### config.mk
export PLATFORM = sky130hd
export DESIGN_NAME = bram_wr
export DESIGN_NICKNAME = d
export VERILOG_FILES = /design/src/rtl/bram_wr.sv
export SDC_FILE = /design/constraint.sdc
export NUM_CORES = 1
export LEC_CHECK = 0
export BUFFER_PORTS_ARGS = -buffer_cell sky130_fd_sc_hd__buf_2
export CAP_MARGIN = 25
export CORE_MARGIN = 3
export CORE_UTILIZATION = 44
export DETAILED_ROUTE_END_ITERATION = 6
export HOLD_SLACK_MARGIN = 0.05
export PLACE_DENSITY = 0.68
export REMOVE_ABC_BUFFERS = 1
export SLEW_MARGIN = 20
export SYNTH_ARGS = -nofsm -noshare
export SYNTH_HDL_FRONTEND = slang
export SYNTH_SLANG_ARGS = --single-unit
### constraint.sdc
create_clock -name clk -period 4.6 [get_ports clk]
set_input_delay 0.92 -clock clk [delete_from_list [all_inputs] [get_ports clk]]
set_output_delay 0.92 -clock clk [all_outputs]
set_load 0.02 [all_outputs]
### src/rtl/bram_wr.sv
// bram_wr: packs 16-bit samples in pairs and bursts WR_LEN words into a BRAM port.
// Optional macro BRAM_WR_STATUS_EN appends a status write (WR_LEN) at STATUS_ADDR.
module bram_wr #(
    parameter logic [31:0] BASE_ADDR   = 32'h0000_0000,
    parameter int          WR_LEN      = 256,
    parameter logic [31:0] STATUS_ADDR = 32'h0000_FFFC
) (
    input  logic        clk,
    input  logic        rst,
    input  logic        start_wr,
    input  logic        din_valid,
    input  logic [15:0] din,
    output logic        din_ready,
    output logic        busy,
    output logic        done,
    output logic        ram_clk,
    output logic        ram_en,
    output logic [3:0]  ram_we,
    output logic [31:0] ram_addr,
    output logic [31:0] ram_wr_data,
    output logic        ram_rst
);

    typedef enum logic [2:0] {
        S_IDLE,
        S_FILL_LO,
        S_FILL_HI,
        S_WRITE,
`ifdef BRAM_WR_STATUS_EN
        S_STATUS,
`endif
        S_DONE
    } state_t;

    localparam logic [15:0] LAST = 16'(WR_LEN - 1);

    state_t      r_state, w_state_nx;
    logic        r_start_d0, r_start_d1;
    logic        w_pos_start, w_acc;
    logic [15:0] r_wcnt, w_wcnt_nx;
    logic [15:0] r_lo, w_lo_nx;
    logic        r_busy, w_busy_nx;
    logic        r_rdy, w_rdy_nx;
    logic        r_done, w_done_nx;
    logic        r_en, w_en_nx;
    logic [3:0]  r_we, w_we_nx;
    logic [31:0] r_addr, w_addr_nx;
    logic [31:0] r_data, w_data_nx;

    assign w_pos_start = r_start_d0 & ~r_start_d1;
    assign w_acc       = din_valid & r_rdy;

    always_comb begin
        w_state_nx = r_state;
        w_wcnt_nx  = r_wcnt;
        w_lo_nx    = r_lo;
        w_busy_nx  = r_busy;
        w_rdy_nx   = r_rdy;
        w_done_nx  = r_done;
        w_en_nx    = r_en;
        w_we_nx    = r_we;
        w_addr_nx  = r_addr;
        w_data_nx  = r_data;
        unique case (r_state)
            S_IDLE: begin
                if (w_pos_start) begin
                    w_wcnt_nx  = '0;
                    w_busy_nx  = 1'b1;
                    w_rdy_nx   = 1'b1;
                    w_state_nx = S_FILL_LO;
                end
            end
            S_FILL_LO: begin
                if (w_acc) begin
                    w_lo_nx    = din;
                    w_state_nx = S_FILL_HI;
                end
            end
            S_FILL_HI: begin
                if (w_acc) begin
                    w_en_nx    = 1'b1;
                    w_we_nx    = 4'hF;
                    w_addr_nx  = BASE_ADDR + {14'd0, r_wcnt, 2'b00};
                    w_data_nx  = {din, r_lo};
                    w_rdy_nx   = 1'b0;
                    w_state_nx = S_WRITE;
                end
            end
            S_WRITE: begin
                w_en_nx = 1'b0;
                w_we_nx = 4'h0;
                if (r_wcnt == LAST) begin
`ifdef BRAM_WR_STATUS_EN
                    w_en_nx    = 1'b1;
                    w_we_nx    = 4'hF;
                    w_addr_nx  = STATUS_ADDR;
                    w_data_nx  = 32'(WR_LEN);
                    w_state_nx = S_STATUS;
`else
                    w_done_nx  = 1'b1;
                    w_busy_nx  = 1'b0;
                    w_addr_nx  = BASE_ADDR;
                    w_state_nx = S_DONE;
`endif
                end else begin
                    w_wcnt_nx  = r_wcnt + 16'd1;
                    w_rdy_nx   = 1'b1;
                    w_state_nx = S_FILL_LO;
                end
            end
`ifdef BRAM_WR_STATUS_EN
            S_STATUS: begin
                w_en_nx    = 1'b0;
                w_we_nx    = 4'h0;
                w_done_nx  = 1'b1;
                w_busy_nx  = 1'b0;
                w_addr_nx  = BASE_ADDR;
                w_state_nx = S_DONE;
            end
`endif
            S_DONE: begin
                // done is visible for exactly this state's cycle
                w_done_nx  = 1'b0;
                w_state_nx = S_IDLE;
            end
            default: w_state_nx = S_IDLE;
        endcase
    end

    always_ff @(posedge clk) begin
        if (rst) begin
            r_state    <= S_IDLE;
            r_start_d0 <= 1'b0;
            r_start_d1 <= 1'b0;
            r_wcnt     <= '0;
            r_lo       <= '0;
            r_busy     <= 1'b0;
            r_rdy      <= 1'b0;
            r_done     <= 1'b0;
            r_en       <= 1'b0;
            r_we       <= 4'h0;
            r_addr     <= BASE_ADDR;
            r_data     <= '0;
        end else begin
            r_state    <= w_state_nx;
            r_start_d0 <= start_wr;
            r_start_d1 <= r_start_d0;
            r_wcnt     <= w_wcnt_nx;
            r_lo       <= w_lo_nx;
            r_busy     <= w_busy_nx;
            r_rdy      <= w_rdy_nx;
            r_done     <= w_done_nx;
            r_en       <= w_en_nx;
            r_we       <= w_we_nx;
            r_addr     <= w_addr_nx;
            r_data     <= w_data_nx;
        end
    end

    assign din_ready   = r_rdy;
    assign busy        = r_busy;
    assign done        = r_done;
    assign ram_clk     = clk;
    assign ram_en      = r_en;
    assign ram_we      = r_we;
    assign ram_addr    = r_addr;
    assign ram_wr_data = r_data;
    assign ram_rst     = 1'b0;

endmodule

==> results.json <==
{
  "worstHoldStart": "r_lo[2]",
  "ios": 94,
  "routed_via_density": 5.39,
  "rsz0062_at_grt": "no",
  "static_power_due_to_leakage_nw": 1.64,
  "ir_worst_vdd_mv": 0.183,
  "synthesis.area_per_instance_um2": 8.25,
  "fin_nets": 543,
  "rows": 33,
  "clock_power_share": 0.409,
  "run_status": "finished, final reports clean",
  "holdCritPathClass": "reg -> reg",
  "routedWlPerCell_um": 14.3,
  "worst_ep_arrival_time_ps": 2670,
  "syn_inst": 474,
  "cts_resized": 0,
  "drtPass1Iterations": 4,
  "die_footprint_mm2": 0.0101,
  "drc": 0,
  "critical_path_class": "clk -> out",
  "synth_top_area_cell": "sky130_fd_sc_hd__dfxtp_1",
  "crit_fanout": 2,
  "r2r-start": "r_wcnt[0]",
  "slew_headroom": 0.325,
  "switchingPower_mw": 0.363,
  "setup_viol": 0,
  "fp.coreArea_mm2": 0.00842,
  "holdPathEnd": "ram_wr_data[2]",
  "cell_internal_pwr_mw": 1.05,
  "final_layout_size_suffix_gt1_frac": 0.222,
  "overflow": 0,
  "worstSkewPairLatency_ps": 460,
  "hold_buffer_count_at_cts": 0,
  "yosys.area.top_type_share": 0.456,
  "grt_util_all_layers": 0.177,
  "wire_length_of_the_first_global_routing_pass_mm": 14.5,
  "r2r_endpoint": "ram_addr[6]",
  "worst_setup_path_end_kind": "output pin",
  "grt_max_degree": 53,
  "power_mw": 1.42,
  "starting_utilization_of_the_core_area": 0.464,
  "timing.setup.tns_ps": 0,
  "synth_sequential_area_ratio": 0.456,
  "finClkSkew_ps": 9.43,
  "r2r_setup_slack_ps": 2330,
  "pwr-share-seq": 0.550,
  "globalplace.congestion": 0.853,
  "ys_warn_count": 0,
  "synth_cell_type_count": 48,
  "synth.cell_area_mm2": 0.00391,
  "tritoncts": "yes",
  "power_density_mw_per_mm2": 324,
  "synth.area.top_cells": "sky130_fd_sc_hd__dfxtp_1 46%, sky130_fd_sc_hd__nand2_1 12%, sky130_fd_sc_hd__a21oi_1 9.2%, sky130_fd_sc_hd__buf_4 4.8%, sky130_fd_sc_hd__o211ai_1 4.0%",
  "p_comb_frac": 0.042,
  "drt_wl_total_mm": 9.01,
  "report.final.hold_viol_count": 0,
  "quantity_of_i_o_buffers_inserted_on_ports": 76,
  "maxCapViolCount": 0,
  "detail_route.iter0.violations": 149,
  "routed-via-count": 3407,
  "whs_path_depth": 2,
  "p_sw_frac": 0.256,
  "num_antenna_cells": 0,
  "grt_antenna_before_repair": 0,
  "ys_ff_latch": 89,
  "worstRegToRegCells": 6,
  "hpwlAfterDp_mm": 5.87,
  "tightestPinTransition_ps": 1010,
  "areaGrowthSynthToFinish_pct": 11.8,
  "clkTransAtPathRegs_ps": 100,
  "first_global_vias": 3097,
  "startpoint_type": "clock port",
  "ant_nets": 0,
  "die_height_um": 100,
  "die_width_um": 100,
  "worst_ep_required_time_ps": 3680,
  "timing.final.max_slew_violations": 0,
  "postCtsSetupBuffers": 0
}
## critical path: stages
cell and delay (ps):
sky130_fd_sc_hd__clkbuf_8 110, sky130_fd_sc_hd__clkbuf_8 120, sky130_fd_sc_hd__buf_2 150
## through the flow
| step | hold WS (ps) | util | cell area, um2 | instances | setup slack, ps |
|---|---|---|---|---|---|
| 2_1_floorplan | 426 | - | 3600 | 427 | 1380 |
| 5_1_grt | 468 | 0.519 | 4370 | 632 | 1000 |
| 3_5_place_dp | 443 | 0.493 | 4150 | 613 | 1240 |
| 4_1_cts | 452 | 0.519 | 4370 | 632 | 1000 |
| 6_report | 448 | 0.519 | 4370 | 632 | 1010 |
| 3_3_place_gp | 435 | 0.491 | 4130 | 611 | 1240 |
## layout make-up
class | instances | area, um2
clock inverters | 6 | 50.0
inverters | 6 | 22.5
repair buffers | 80 | 417
flip-flops and latches | 89 | 1780
fillers | 822 | 4050
clock buffers | 14 | 174
multi-input cells | 332 | 1790
well taps | 105 | 131
## Yosys cell counts (all sizes together)
master	count
a211oi	2
a21oi	72
a311oi	3
a31oi	8
and2b	1
and3	2
and3b	1
and4	2
and4b	1
buf	50
clkbuf	13
conb	1
dfxtp	89
ha	1
inv	6
nand2	125
nand2b	4
nand3	8
nand3b	2
nand4	11
nand4b	1
nor2	11
nor2b	2
nor3	4
nor4	6
nor4b	1
o2111ai	1
o211ai	21
o21a	1
o21ai	6
o21bai	1
o221ai	2
o311ai	4
o31ai	2
or2	1
or3	1
or4	6
xnor2	1
## placed cells by master (no fill, tap or decap), types with 2 or more instances in the layout
master                       synthesis  routed
sky130_fd_sc_hd__nand2b_1            4       3
sky130_fd_sc_hd__clkbuf_8            0      12
sky130_fd_sc_hd__clkinvlp_4          0       2
sky130_fd_sc_hd__inv_6               0       3
sky130_fd_sc_hd__buf_4              25       4
sky130_fd_sc_hd__nor4_1              4       4
sky130_fd_sc_hd__o31ai_1             2       2
sky130_fd_sc_hd__buf_2              22      76
sky130_fd_sc_hd__nor2b_1             2       2
sky130_fd_sc_hd__nand3_1             7       7
sky130_fd_sc_hd__a21oi_1            72      72
sky130_fd_sc_hd__nand4_1            11      11
sky130_fd_sc_hd__dfxtp_1            89      89
sky130_fd_sc_hd__o311ai_2            4       4
sky130_fd_sc_hd__or4_1               6       6
sky130_fd_sc_hd__a211oi_1            2       2
sky130_fd_sc_hd__nor3_1              4       4
sky130_fd_sc_hd__a31oi_1             8       8
sky130_fd_sc_hd__o21ai_0             5       5
sky130_fd_sc_hd__o211ai_1           21      21
sky130_fd_sc_hd__nand2_1           125     125
sky130_fd_sc_hd__a311oi_2            3       3
sky130_fd_sc_hd__inv_1               6       6
sky130_fd_sc_hd__o221ai_1            2       2
sky130_fd_sc_hd__conb_1              1      17
sky130_fd_sc_hd__nor2_1             11      11
sky130_fd_sc_hd__and4_4              2       2
## kinds of logic (layout without fill, tap and decap cells)
kind of cell,Yosys count,after routing,share of synthesized area
AND/OR/NAND/NOR,190,190,0.234
AO/OA/AOI/OAI,123,123,0.202
flip-flops,89,89,0.456
buffers and inverters,69,106,0.101
adder cells (fa/ha/maj),1,1,0.00320
other,1,17,0.000959
XOR/XNOR,1,1,0.00224
## worst max-delay path by stage
stage	from	endpoint	depth (start not counted)
final	clk	ram_clk	3
after global routing	clk	ram_clk	3
after CTS	clk	ram_clk	3
after detailed placement	clk	ram_clk	1
after global placement	clk	ram_clk	1
after floorplan	clk	ram_clk	0
## power groups by stage
stage / Clock, mW / Sequential [mW] / Combinational (mW)
finish: 0.579 / 0.778 / 0.0590
global route: 0.637 / 0.779 / 0.0647
detailed placement: 0.0203 / 0.796 / 0.0588
global placement: 0.0203 / 0.796 / 0.0584
floorplan: 0 / 0.797 / 0.0261
CTS: 0.596 / 0.778 / 0.0588
## sequential cells by signal (all words and copies together) (netlist names)
name         cells
busy             1
din_ready        1
done             1
r_lo            16
r_start_d0       1
r_start_d1       1
r_state          3
r_wcnt          16
ram_addr        16
ram_we           1
ram_wr_data     32
## routing by layer
layer | part of all wire | GRT usage | up-vias
met5 | 0 | 0 | -
met4 | 0.0037 | 0.0435 | 0
met3 | 0.067 | 0.0535 | 4
met2 | 0.48 | 0.306 | 105
met1 | 0.45 | 0.214 | 1600
li1 | - | - | 1698
Power figures use the tool's default switching activity.
